===== config.mk =====
export PLATFORM = sky130hd
export DESIGN_NAME = muldiv_seq
export DESIGN_NICKNAME = d
export VERILOG_FILES = /design/src/rtl/alu_pkg.sv /design/src/rtl/muldiv_step.sv /design/src/rtl/muldiv_seq.sv
export SDC_FILE = /design/constraint.sdc
export NUM_CORES = 1
export LEC_CHECK = 0
export CORE_ASPECT_RATIO = 1.4
export CORE_MARGIN = 1
export CORE_UTILIZATION = 39
export DETAILED_ROUTE_END_ITERATION = 8
export PLACE_DENSITY = 0.62
export SYNTH_ARGS = -nofsm -noshare
export SYNTH_HDL_FRONTEND = slang
export SYNTH_SLANG_ARGS = --single-unit

===== constraint.sdc =====
create_clock -name clk -period 4.1 [get_ports clk]
set_input_delay 0.82 -clock clk [delete_from_list [all_inputs] [get_ports clk]]
set_output_delay 0.82 -clock clk [all_outputs]
set_load 0.01 [all_outputs]

===== src/rtl/alu_pkg.sv =====
// Shared ALU definitions: operation codes, datapath width and the
// multiply/divide sequencer state type.
package alu_pkg;

   localparam int XLEN = 32;

   localparam logic [3:0] ALU_ADD    = 4'b0000;
   localparam logic [3:0] ALU_SUB    = 4'b0001;
   localparam logic [3:0] ALU_SLT    = 4'b0010;
   localparam logic [3:0] ALU_OR     = 4'b0011;
   localparam logic [3:0] ALU_AND    = 4'b0100;

   localparam logic [3:0] ALU_MUL    = 4'b1000;
   localparam logic [3:0] ALU_MULH   = 4'b1001;
   localparam logic [3:0] ALU_MULHSU = 4'b1010;
   localparam logic [3:0] ALU_MULHU  = 4'b1011;
   localparam logic [3:0] ALU_DIV    = 4'b1100;
   localparam logic [3:0] ALU_DIVU   = 4'b1101;
   localparam logic [3:0] ALU_REM    = 4'b1110;
   localparam logic [3:0] ALU_REMU   = 4'b1111;

   typedef enum logic [1:0] {
      MD_IDLE = 2'd0,
      MD_CALC = 2'd1,
      MD_ADJ  = 2'd2,
      MD_DONE = 2'd3
   } muldiv_state_t;

endpackage


===== src/rtl/muldiv_step.sv =====
// One iteration of the iterative engine: a shift-add multiply step or a
// restoring-divide step on the shared double-width accumulator.
module muldiv_step #(
   parameter int XLEN = 32
) (
   input  logic              mode,
   input  logic [2*XLEN-1:0] acc,
   input  logic [XLEN-1:0]   operand,
   output logic [2*XLEN-1:0] acc_nxt,
   output logic              q_bit
);

   logic [XLEN:0]   sum;
   logic [XLEN:0]   rem_shift;
   logic [XLEN-1:0] diff;
   logic [XLEN-1:0] rem_new;

   always_comb begin
      sum       = '0;
      rem_shift = '0;
      diff      = '0;
      rem_new   = '0;
      q_bit     = 1'b0;
      acc_nxt   = '0;
      if (mode) begin
         // Divide: acc = {partial remainder, dividend bits / quotient bits}.
         // The quotient bit lands in the lsb, which is left 0 here.
         rem_shift = {acc[2*XLEN-1:XLEN], acc[XLEN-1]};
         q_bit     = (rem_shift >= {1'b0, operand});
         diff      = rem_shift[XLEN-1:0] - operand;
         rem_new   = q_bit ? diff : rem_shift[XLEN-1:0];
         acc_nxt   = {rem_new, acc[XLEN-2:0], 1'b0};
      end else begin
         sum     = {1'b0, acc[2*XLEN-1:XLEN]} + (acc[0] ? {1'b0, operand} : '0);
         acc_nxt = {sum, acc[XLEN-1:1]};
      end
   end

endmodule


===== src/rtl/muldiv_seq.sv =====
// Multi-cycle RV32M multiply/divide sequencer with start/busy/done handshake.
// Operands are made unsigned on accept; the sign is restored in ADJ.
//
// state   | meaning
// IDLE    | waiting for an accepted start
// CALC    | one multiply/divide iteration per cycle, CYCLES cycles
// ADJ     | sign fix-up and half/quotient/remainder select into result
// DONE    | done pulse, result valid; a new start may be accepted here
module muldiv_seq #(
   parameter int XLEN   = 32,
   parameter int CYCLES = XLEN
) (
   input  logic            clk,
   input  logic            rst_n,
   input  logic            start,
   input  logic [3:0]      alu_ctrl,
   input  logic [XLEN-1:0] alu_op1,
   input  logic [XLEN-1:0] alu_op2,
   input  logic            flush,
   output logic            busy,
   output logic            done,
   output logic [XLEN-1:0] result
);

   import alu_pkg::*;

   localparam int CNT_W = $clog2(CYCLES);
   localparam logic [CNT_W-1:0] CNT_LAST = CNT_W'(CYCLES - 1);
   localparam logic [XLEN-1:0]  MIN_INT  = {1'b1, {(XLEN-1){1'b0}}};

   muldiv_state_t     state, state_nxt;
   logic [2*XLEN-1:0] acc, step_acc, prod_adj;
   logic [XLEN-1:0]   opnd, abs1, abs2, special_val, half, res_adj;
   logic [CNT_W-1:0]  cnt;
   logic              neg, sel_hi, is_div;
   logic              step_q, accept, special;
   logic              s1, s2, div0, ovf, neg_in, sel_hi_in;

   muldiv_step #(.XLEN(XLEN)) u_step (
      .mode    (is_div),
      .acc     (acc),
      .operand (opnd),
      .acc_nxt (step_acc),
      .q_bit   (step_q)
   );

   always_comb begin
      s1 = alu_op1[XLEN-1] & (alu_ctrl inside {ALU_MULH, ALU_MULHSU, ALU_DIV, ALU_REM});
      s2 = alu_op2[XLEN-1] & (alu_ctrl inside {ALU_MULH, ALU_DIV, ALU_REM});
      abs1 = s1 ? -alu_op1 : alu_op1;
      abs2 = s2 ? -alu_op2 : alu_op2;
      // Remainder follows the dividend; everything else is sign1 ^ sign2.
      neg_in    = (alu_ctrl == ALU_REM) ? s1 : (s1 ^ s2);
      // Upper half means MULH* product high word or the division remainder.
      sel_hi_in = alu_ctrl[1] | (alu_ctrl[0] & ~alu_ctrl[2]);
      div0 = alu_ctrl[2] & (alu_op2 == '0);
      ovf  = (alu_ctrl inside {ALU_DIV, ALU_REM}) & (alu_op1 == MIN_INT) & (alu_op2 == '1);
      special = div0 | ovf;
      if (div0) special_val = alu_ctrl[1] ? alu_op1 : '1;
      else      special_val = alu_ctrl[1] ? '0 : MIN_INT;
   end

   always_comb begin
      half     = '0;
      res_adj  = '0;
      prod_adj = neg ? -acc : acc;
      if (is_div) begin
         half    = sel_hi ? acc[2*XLEN-1:XLEN] : acc[XLEN-1:0];
         res_adj = neg ? -half : half;
      end else begin
         res_adj = sel_hi ? prod_adj[2*XLEN-1:XLEN] : prod_adj[XLEN-1:0];
      end
   end

   always_comb begin
      state_nxt = state;
      accept    = start & ~flush & alu_ctrl[3] & ((state == MD_IDLE) | (state == MD_DONE));
      case (state)
         MD_IDLE: if (accept) state_nxt = special ? MD_DONE : MD_CALC;
         MD_CALC: if (cnt == CNT_LAST) state_nxt = MD_ADJ;
         MD_ADJ:  state_nxt = MD_DONE;
         MD_DONE: state_nxt = accept ? (special ? MD_DONE : MD_CALC) : MD_IDLE;
         default: state_nxt = MD_IDLE;
      endcase
      if (flush) state_nxt = MD_IDLE;
   end

   assign busy = (state == MD_CALC) | (state == MD_ADJ);
   assign done = (state == MD_DONE);

   always_ff @(posedge clk or negedge rst_n) begin
      if (!rst_n) begin
         state  <= MD_IDLE;
         acc    <= '0;
         opnd   <= '0;
         cnt    <= '0;
         neg    <= 1'b0;
         sel_hi <= 1'b0;
         is_div <= 1'b0;
         result <= '0;
      end else begin
         state <= state_nxt;
         if (flush) begin
            cnt <= '0;
         end else if (accept) begin
            acc    <= {{XLEN{1'b0}}, abs1};
            opnd   <= abs2;
            neg    <= neg_in;
            sel_hi <= sel_hi_in;
            is_div <= alu_ctrl[2];
            cnt    <= '0;
            if (special) result <= special_val;
         end else if (state == MD_CALC) begin
            acc <= step_acc | {{(2*XLEN-1){1'b0}}, step_q};
            cnt <= cnt + 1'b1;
         end else if (state == MD_ADJ) begin
            result <= res_adj;
         end
      end
   end

endmodule


==> results of run 1 <==
-- metal layers --
metal | GRT usage (%) | vias to the layer above
li1 | - | 7286
met2 | 45.4 | 554
met1 | 33.2 | 7246
met5 | 0 | -
met4 | 13.3 | 0
met3 | 3.47 | 130
-- kinds of logic (layout without fill, tap and decap cells) --
kind of cell    count (synthesis)  in the layout  synth area share [%]
xor+xnor                      189            189                  11.1
simple gates                  623            623                  20.1
fa+ha+maj                      77             77                  6.57
compound gates                614            614                  26.5
mux                            96             96                  6.52
flops                         138            138                  23.2
buf+inv                       223            315                  5.91
-- path summary, 6_finish.rpt --
path / slack (ns) / from / cells after the start / endpoint
worst min register to register: 0.48 / opnd[12] / 2 / opnd[12]
worst min-delay path: 0.42 / rst_n / 1 / opnd[0]
min in group clk: 0.48 / opnd[12] / 2 / opnd[12]
worst max register to register: 0.17 / acc[0] / 11 / result[28]
worst max-delay path: 0.17 / acc[0] / 11 / result[28]
max in group asynchronous: 2.75 / rst_n / 2 / neg
-- sequential cells by signal, indices dropped and copies added, names as in the netlist --
| name | count |
|---|---|
| neg | 1 |
| cnt | 5 |
| result | 32 |
| opnd | 32 |
| sel_hi | 1 |
| is_div | 1 |
| acc | 64 |
| state | 2 |
-- critical path, stage by stage, from the launching register on --
cell and delay [ns]:
dfrtp_1 0.41, inv_1 0.10, ha_1 0.18, or3b_4 0.40, or4_4 0.47, or3_4 0.46
or2_4 0.29, or3_1 0.58, nor4_4 0.29, mux2i_1 0.24, a221oi_2 0.09, a211o_1 0.30
-- power breakdown --
part           switching (µW)  internal, µW
combinational            5540          4040
sequential                901          1950
clock                     721           843
-- layout by cell type (no fill, tap or decap), types with 18 or more instances in the layout --
| master | n |
|---|---|
| a211oi_1 | 39 |
| a21o_1 | 33 |
| a21oi_1 | 158 |
| buf_4 | 100 |
| clkdlybuf4s50_1 | 104 |
| dfrtp_1 | 135 |
| ha_1 | 75 |
| inv_1 | 72 |
| mux2i_1 | 88 |
| nand2_1 | 162 |
| nand3_1 | 30 |
| nand4_1 | 20 |
| nor2_1 | 208 |
| nor3_1 | 43 |
| nor4_1 | 20 |
| o211ai_1 | 27 |
| o21ai_0 | 160 |
| o31ai_1 | 31 |
| or3_1 | 22 |
| or4_1 | 18 |
| xnor2_1 | 107 |
| xor2_1 | 82 |
-- through the flow --
step	worst slack (ns)	total power [µW]	setup TNS, ns	instance area (µm²)	utilization [%]
2_1_floorplan	0.0593	9440	0	14900	-
3_3_place_gp	-0.0211	12200	-0.144	16800	44.7
3_5_place_dp	-0.0921	12300	-1.33	16800	44.7
4_1_cts	0.146	13900	0	17400	46.2
5_1_grt	0.00412	15100	0	17400	46.2
6_report	0.167	14000	0	17400	46.2
-- layout make-up --
class / count / area, µm² / area share (%)
clock inverters: 15 / 143 / 0.821
inverters: 72 / 270 / 1.56
repair buffers: 211 / 1920 / 11.1
clock buffers: 17 / 425 / 2.45
well taps: 473 / 592 / 3.41
multi-input cells: 1599 / 10600 / 60.8
flip-flops and latches: 138 / 3460 / 19.9
-- timing repair --
action                     in CTS  in global routing
setup endpoints to repair       0                  6
gates resized for setup         0                  1
buffers inserted                0                  0
==> results.md, run 1 <==
* Mapped Cells at 1,960
* Io pins at 106
* Share of the synthesized area in the top cell type at 23.2%
* Peak VDD IR at slightly below 400 µV
* YS warnings at 0
* Die W at between 150 and 200 µm
* Area leader, netlist: dfrtp_1
* Fillcell total at roughly 3,800
* F_max at ~250 MHz
* Routed wl met2 at about 24,000 µm
* DRC Markers at 0
* Hold_buf cts at 0
* Initial DRC Count at between 1,000 and 1,500
* Global-route wire length before repair at between 80,000 and 90,000 µm
* Met1 wire length at ~22,000 µm
* Worst Tran Pin Value at around 0.9 ns
* Status: finished clean
* Number of max-slew violations in the final report at 0
* Antenna violations before repair at 0
* Commonest cells post-synth: 209 x nor2_1, 162 x nand2_1, 160 x o21ai_0, 158 x a21oi_1, 138 x dfrtp_1
* Die span in y at 233 µm
* Post-Layout Cell Count at between 2,000 and 3,000
* Routability cong. at 0.992
* Syn_area_per_cell at approximately 7.6 µm²
* Routed Antenna Nets at 0
* Antenna Diode Count at 0
* Total global-route track usage at 26.7%
* Wirelength per Cell at roughly 20 µm
* Top layer in use: met4
* Final Cycle Share at between 90% and 100%
* Most common cell in the netlist: nor2_1
* Asr flop ratio synth at 100%
* Die area at between 30,000 and 40,000 µm²
* Worst hold slack at approximately 0.42 ns
* Leak at 0.00735 µW
* Crit. End Element: flip-flop
* H-tree Lvls at 4
* CTS Buf Count at 17
* Vias in the first global route at between 10,000 and 15,000
* TritonCTS clock tree: done
* Row cnt at 84
* Clock-pin slew on the worst setup and hold paths at 0.07 ns
* Post-synthesis cell type count at 84
* Pwr Density at roughly 810 nW/µm²
* Port-buffer cells at ~110
* Kind of critical path: flip-flop to flip-flop
* Rel. slew slack at 41.2%
* Cell Area, Synth at ~15,000 µm²
* Max Root-Sink Buffers at 2
* Post-synth top flop: dfrtp_1
* Clock root buffer: clkbuf_16
* Wirelength, routed at 51,500 µm
* Inst Count DP at 2,493
* Yosys reg bits at ~140
* Max Cap Viol at 0
* Clock Latency Late Sink at between 0.4 and 0.5 ns
* Worst endpoint required time at 4.44 ns
* CP Launch Type: flip-flop
* Clk_skew at ~0.011 ns
* Syn_nets at between 2,000 and 2,500
* Via density at 6.03
* Largest net degree at the start of global routing at between 80 and 90
* Routed length on met3 at about 3000 µm
* DP Wirelength at ~40,000 µm
* Fraction of layout cells with a size suffix above 1 at 8.92%
* CTS Sinks at around 140
* Total number of vias at ~15,000
* Nets at 2,188
* Area Growth Syn to Fin at 16.7%
* Final min period at around 3.9 ns
* Final setup violation count at 0
* Final Hold Fails at 0
* Hold Path Class: input port to async pin
* Core area at 37,600 µm²
* Initial Utilization at between 30% and 40%
* Total grt overflow at 0
* Worst-path fanout max at 7
* Arr. time, crit path at ~4.3 ns
* First-pass iteration count of the detailed router at 6
* Dominant cells by area after synthesis: dfrtp_1 23%, ha_1 6.3%, xnor2_1 6.3%, mux2i_1 5.9%, o21ai_0 5.4%
* Sequential element share of the synthesized area at 23.2%
* Post-synth EDFFs at 0
* RSZ-0062 raised after global routing: false
No activity file was read; power rests on OpenSTA's default activity.
==> run 2, diff against run 1 <==
CORE_ASPECT_RATIO = default   (was 1.4)
SLEW_MARGIN = 20   (was default)
==> run 2 against run 1 <==
  * Critical path depth is the same
  * Power grew 6.0%
  * First-iteration DRC count grew 9.5%
  * Cell area grew 0.98%
  * Combinational power grew 8%
  * Die area is essentially flat
  * Flip-flop and latch count is the same
  * Count of clock-buffer cells in the layout grew 6
  * Clock power grew 17%
  * Non-clock buffer count grew 5
  * Sequential power shrank 4%
  * Register-to-register slack gained 0.09 ns
  * Largest power group unchanged
==> results.md, run 2 (same netlist as run 1, synthesis figures left out) <==
* Max Root-Sink Buffers at 2 (unchanged)
* Nets at 2,193 (+0.23%)
* Buf/Inv on CP at 1 (unchanged)
* Io pins at 106 (unchanged)
* Area of the multi-input gates at 10,600 µm² (about the same)
* Final min period at 3.85 ns (-0.0851 ns)
* Fillcell total at 3,776 (-0.81%)
* Worst Tran Pin Value at 0.950 ns (+0.0685 ns)
* Worst-path fanout max at 7 (unchanged)
* Port-buffer cells at 105 (unchanged)
* CTS Buf Count at 17 (unchanged)
* Number of max-slew violations in the final report at 0 (unchanged)
* Leak at 0.00744 µW (+1.2%)
* Wirelength, routed at 57,200 µm (+11%)
* Largest regs: acc (64), opnd (32), result (32)
* TritonCTS clock tree: done
* Initial DRC Count at 1,581 (+9.5%)
* CTS Sinks at 138 (unchanged)
* Final Power at 14,800 µW (+6.0%)
* Largest net degree at the start of global routing at 82 (-2.4%)
* CP Launch Type: flip-flop
* Hold_buf cts at 0 (unchanged)
* Final Core Density at 46.7% (+0.51 points)
* Die span in y at 197 µm (-15%)
* H-tree Lvls at 4 (unchanged)
* Hold Path Class: input port to async pin
* Commonest non-fill, non-tap cell in the layout: nor2_1
* F_max at 260 MHz (+2.2%)
* Crit. End Element: flip-flop
* Arr. time, crit path at 4.19 ns (-0.08 ns)
* Post-CTS setup buffer count at 0 (unchanged)
* Clock-pin slew on the worst setup and hold paths at 0.06 ns (about the same)
* First-pass iteration count of the detailed router at 6 (unchanged)
* Initial Utilization at 39.6% (+0.051 points)
* Global-route wire length before repair at 88,600 µm (+8.1%)
* Via density at 6.10 (+1.2%)
* Crit-path max cell delay at 0.56 ns (-0.02 ns)
* Kind of critical path: flip-flop to flip-flop
* Die area at 38,900 µm² (about the same)
* Total global-route track usage at 29.6% (+2.9 points)
* Final Cycle Share at 93.8% (-2.1 points)
* Core area at 37,600 µm² (-0.13%)
* Top reg by flops: acc
* Status: finished clean
* Vias in the first global route at 14,873 (+1.5%)
* Commonest cells after routing, fill and taps aside: 208 x nor2_1, 162 x nand2_1, 160 x o21ai_0
* CP cell instances: inv_1, ha_1, or3b_4, or4_4, or3_4, or2_4, or3_1, nor4_4, mux2i_1, a221oi_2, a211o_1
* Worst endpoint required time at 4.44 ns (about the same)
* Reg area at 3460 µm² (unchanged)
* Slowest CP cell: or3_1
* Setup TNS Final at 0 ns (unchanged)
* Clk_skew at 0.0139 ns (+0.00259 ns)
* Total grt overflow at 0 (unchanged)
* Row cnt at 71 (-15%)
* Final setup violation count at 0 (unchanged)
* Antenna violations before repair at 0 (unchanged)
* Worst hold slack at 0.423 ns (-0.00117 ns)
* Rel. slew slack at 36.7% (-4.5 points)
* Wirelength per Cell at 22.3 µm (+9.2%)
* Routability cong. at 0.963 (-3.0%)
* Fraction of layout cells with a size suffix above 1 at 9.09% (+0.17 points)
* Final Hold Fails at 0 (unchanged)
* Max reg flops at 64 (unchanged)
* Kind of cell adding the most delay to the critical path: simple AND/OR/NAND/NOR gates
* Clock Latency Late Sink at 0.46 ns (about the same)
* DRC Markers at 0 (unchanged)
* Clock root buffer: clkbuf_16
* PostCTS Resize Cnt at 0 (unchanged)
* Die W at 197 µm (+18%)
* Peak VDD IR at 377 µV (-3.2%)
* Pwr Density at 845 nW/µm² (+5.0%)
* Total number of vias at 15,662 (+2.9%)
* DP Wirelength at 44,300 µm (+11%)
* Area Growth Syn to Fin at 17.9%
* Max Cap Viol at 0 (unchanged)
* Routed Antenna Nets at 0 (unchanged)
* RSZ-0062 raised after global routing: false
* Antenna Diode Count at 0 (unchanged)
[run 2: cell count changes in the layout (fill, tap and decap cells not counted), moves of 2 or more]
cell        change
buf_4           +7
bufinv_16       +4
clkbuf_8        +4
clkinvlp_4      -4
inv_6           -4
buf_12          -2
clkbuf_1        +2
[run 2: worst register-to-register path: cells and delay by family, from the launching register on]
kind | cells | cell delay, ns
AOI/OAI and AO/OA | 2 | 0.38
buffers and inverters | 1 | 0.09
DFF | 1 | 0.38
muxes | 1 | 0.25
adders and majority gates | 1 | 0.19
and+or+nand+nor | 6 | 2.44
[run 2: cell type report]
| type | count | share of cell area, % |
|---|---|---|
| Tap cell | 511 | 3.64 |
| Timing Repair Buffer | 216 | 11.0 |
| Multi-Input combinational cell | 1599 | 60.2 |
| Clock inverter | 9 | 1.05 |
| Sequential cell | 138 | 19.7 |
| Clock buffer | 23 | 2.78 |
| Inverter | 72 | 1.54 |
[run 2: per-stage QoR]
stage / std cells / instance area, µm² / setup WS (ns)
floorplan: 1960 / 14900 / 0.0593
global placement: 2536 / 16900 / 0.0833
detailed placement: 2536 / 16900 / 0.0229
CTS: 2568 / 17500 / 0.145
global route: 2568 / 17500 / 0.0424
finish: 2568 / 17500 / 0.252
[run 2: worst paths after layout]
path                          start  slack (ns)         end  cells after the start
max                          acc[0]        0.25  result[28]                     11
min                           rst_n        0.42     acc[10]                      1
max reg2reg                  acc[0]        0.25  result[28]                     11
min reg2reg                opnd[11]        0.48    opnd[11]                      2
max in group asynchronous     rst_n        2.81    opnd[31]                      2
min in group clk           opnd[11]        0.48    opnd[11]                      2
[run 2: power by group]
group          internal [µW]  total, µW  leakage (µW)  switching [µW]
sequential              1950       2740       0.00176             783
combinational           4110      10300       0.00536            6150
clock                   1150       1830      0.000324             677
[run 2: per-layer routing]
| layer | GRT usage [%] | up-vias | share of wire, % |
|---|---|---|---|
| li1 | - | 7282 | - |
| met1 | 39.4 | 7477 | 43 |
| met2 | 47.8 | 773 | 45 |
| met3 | 4.11 | 130 | 7.6 |
| met4 | 12.4 | 0 | 4.2 |
| met5 | 0 | - | 0 |
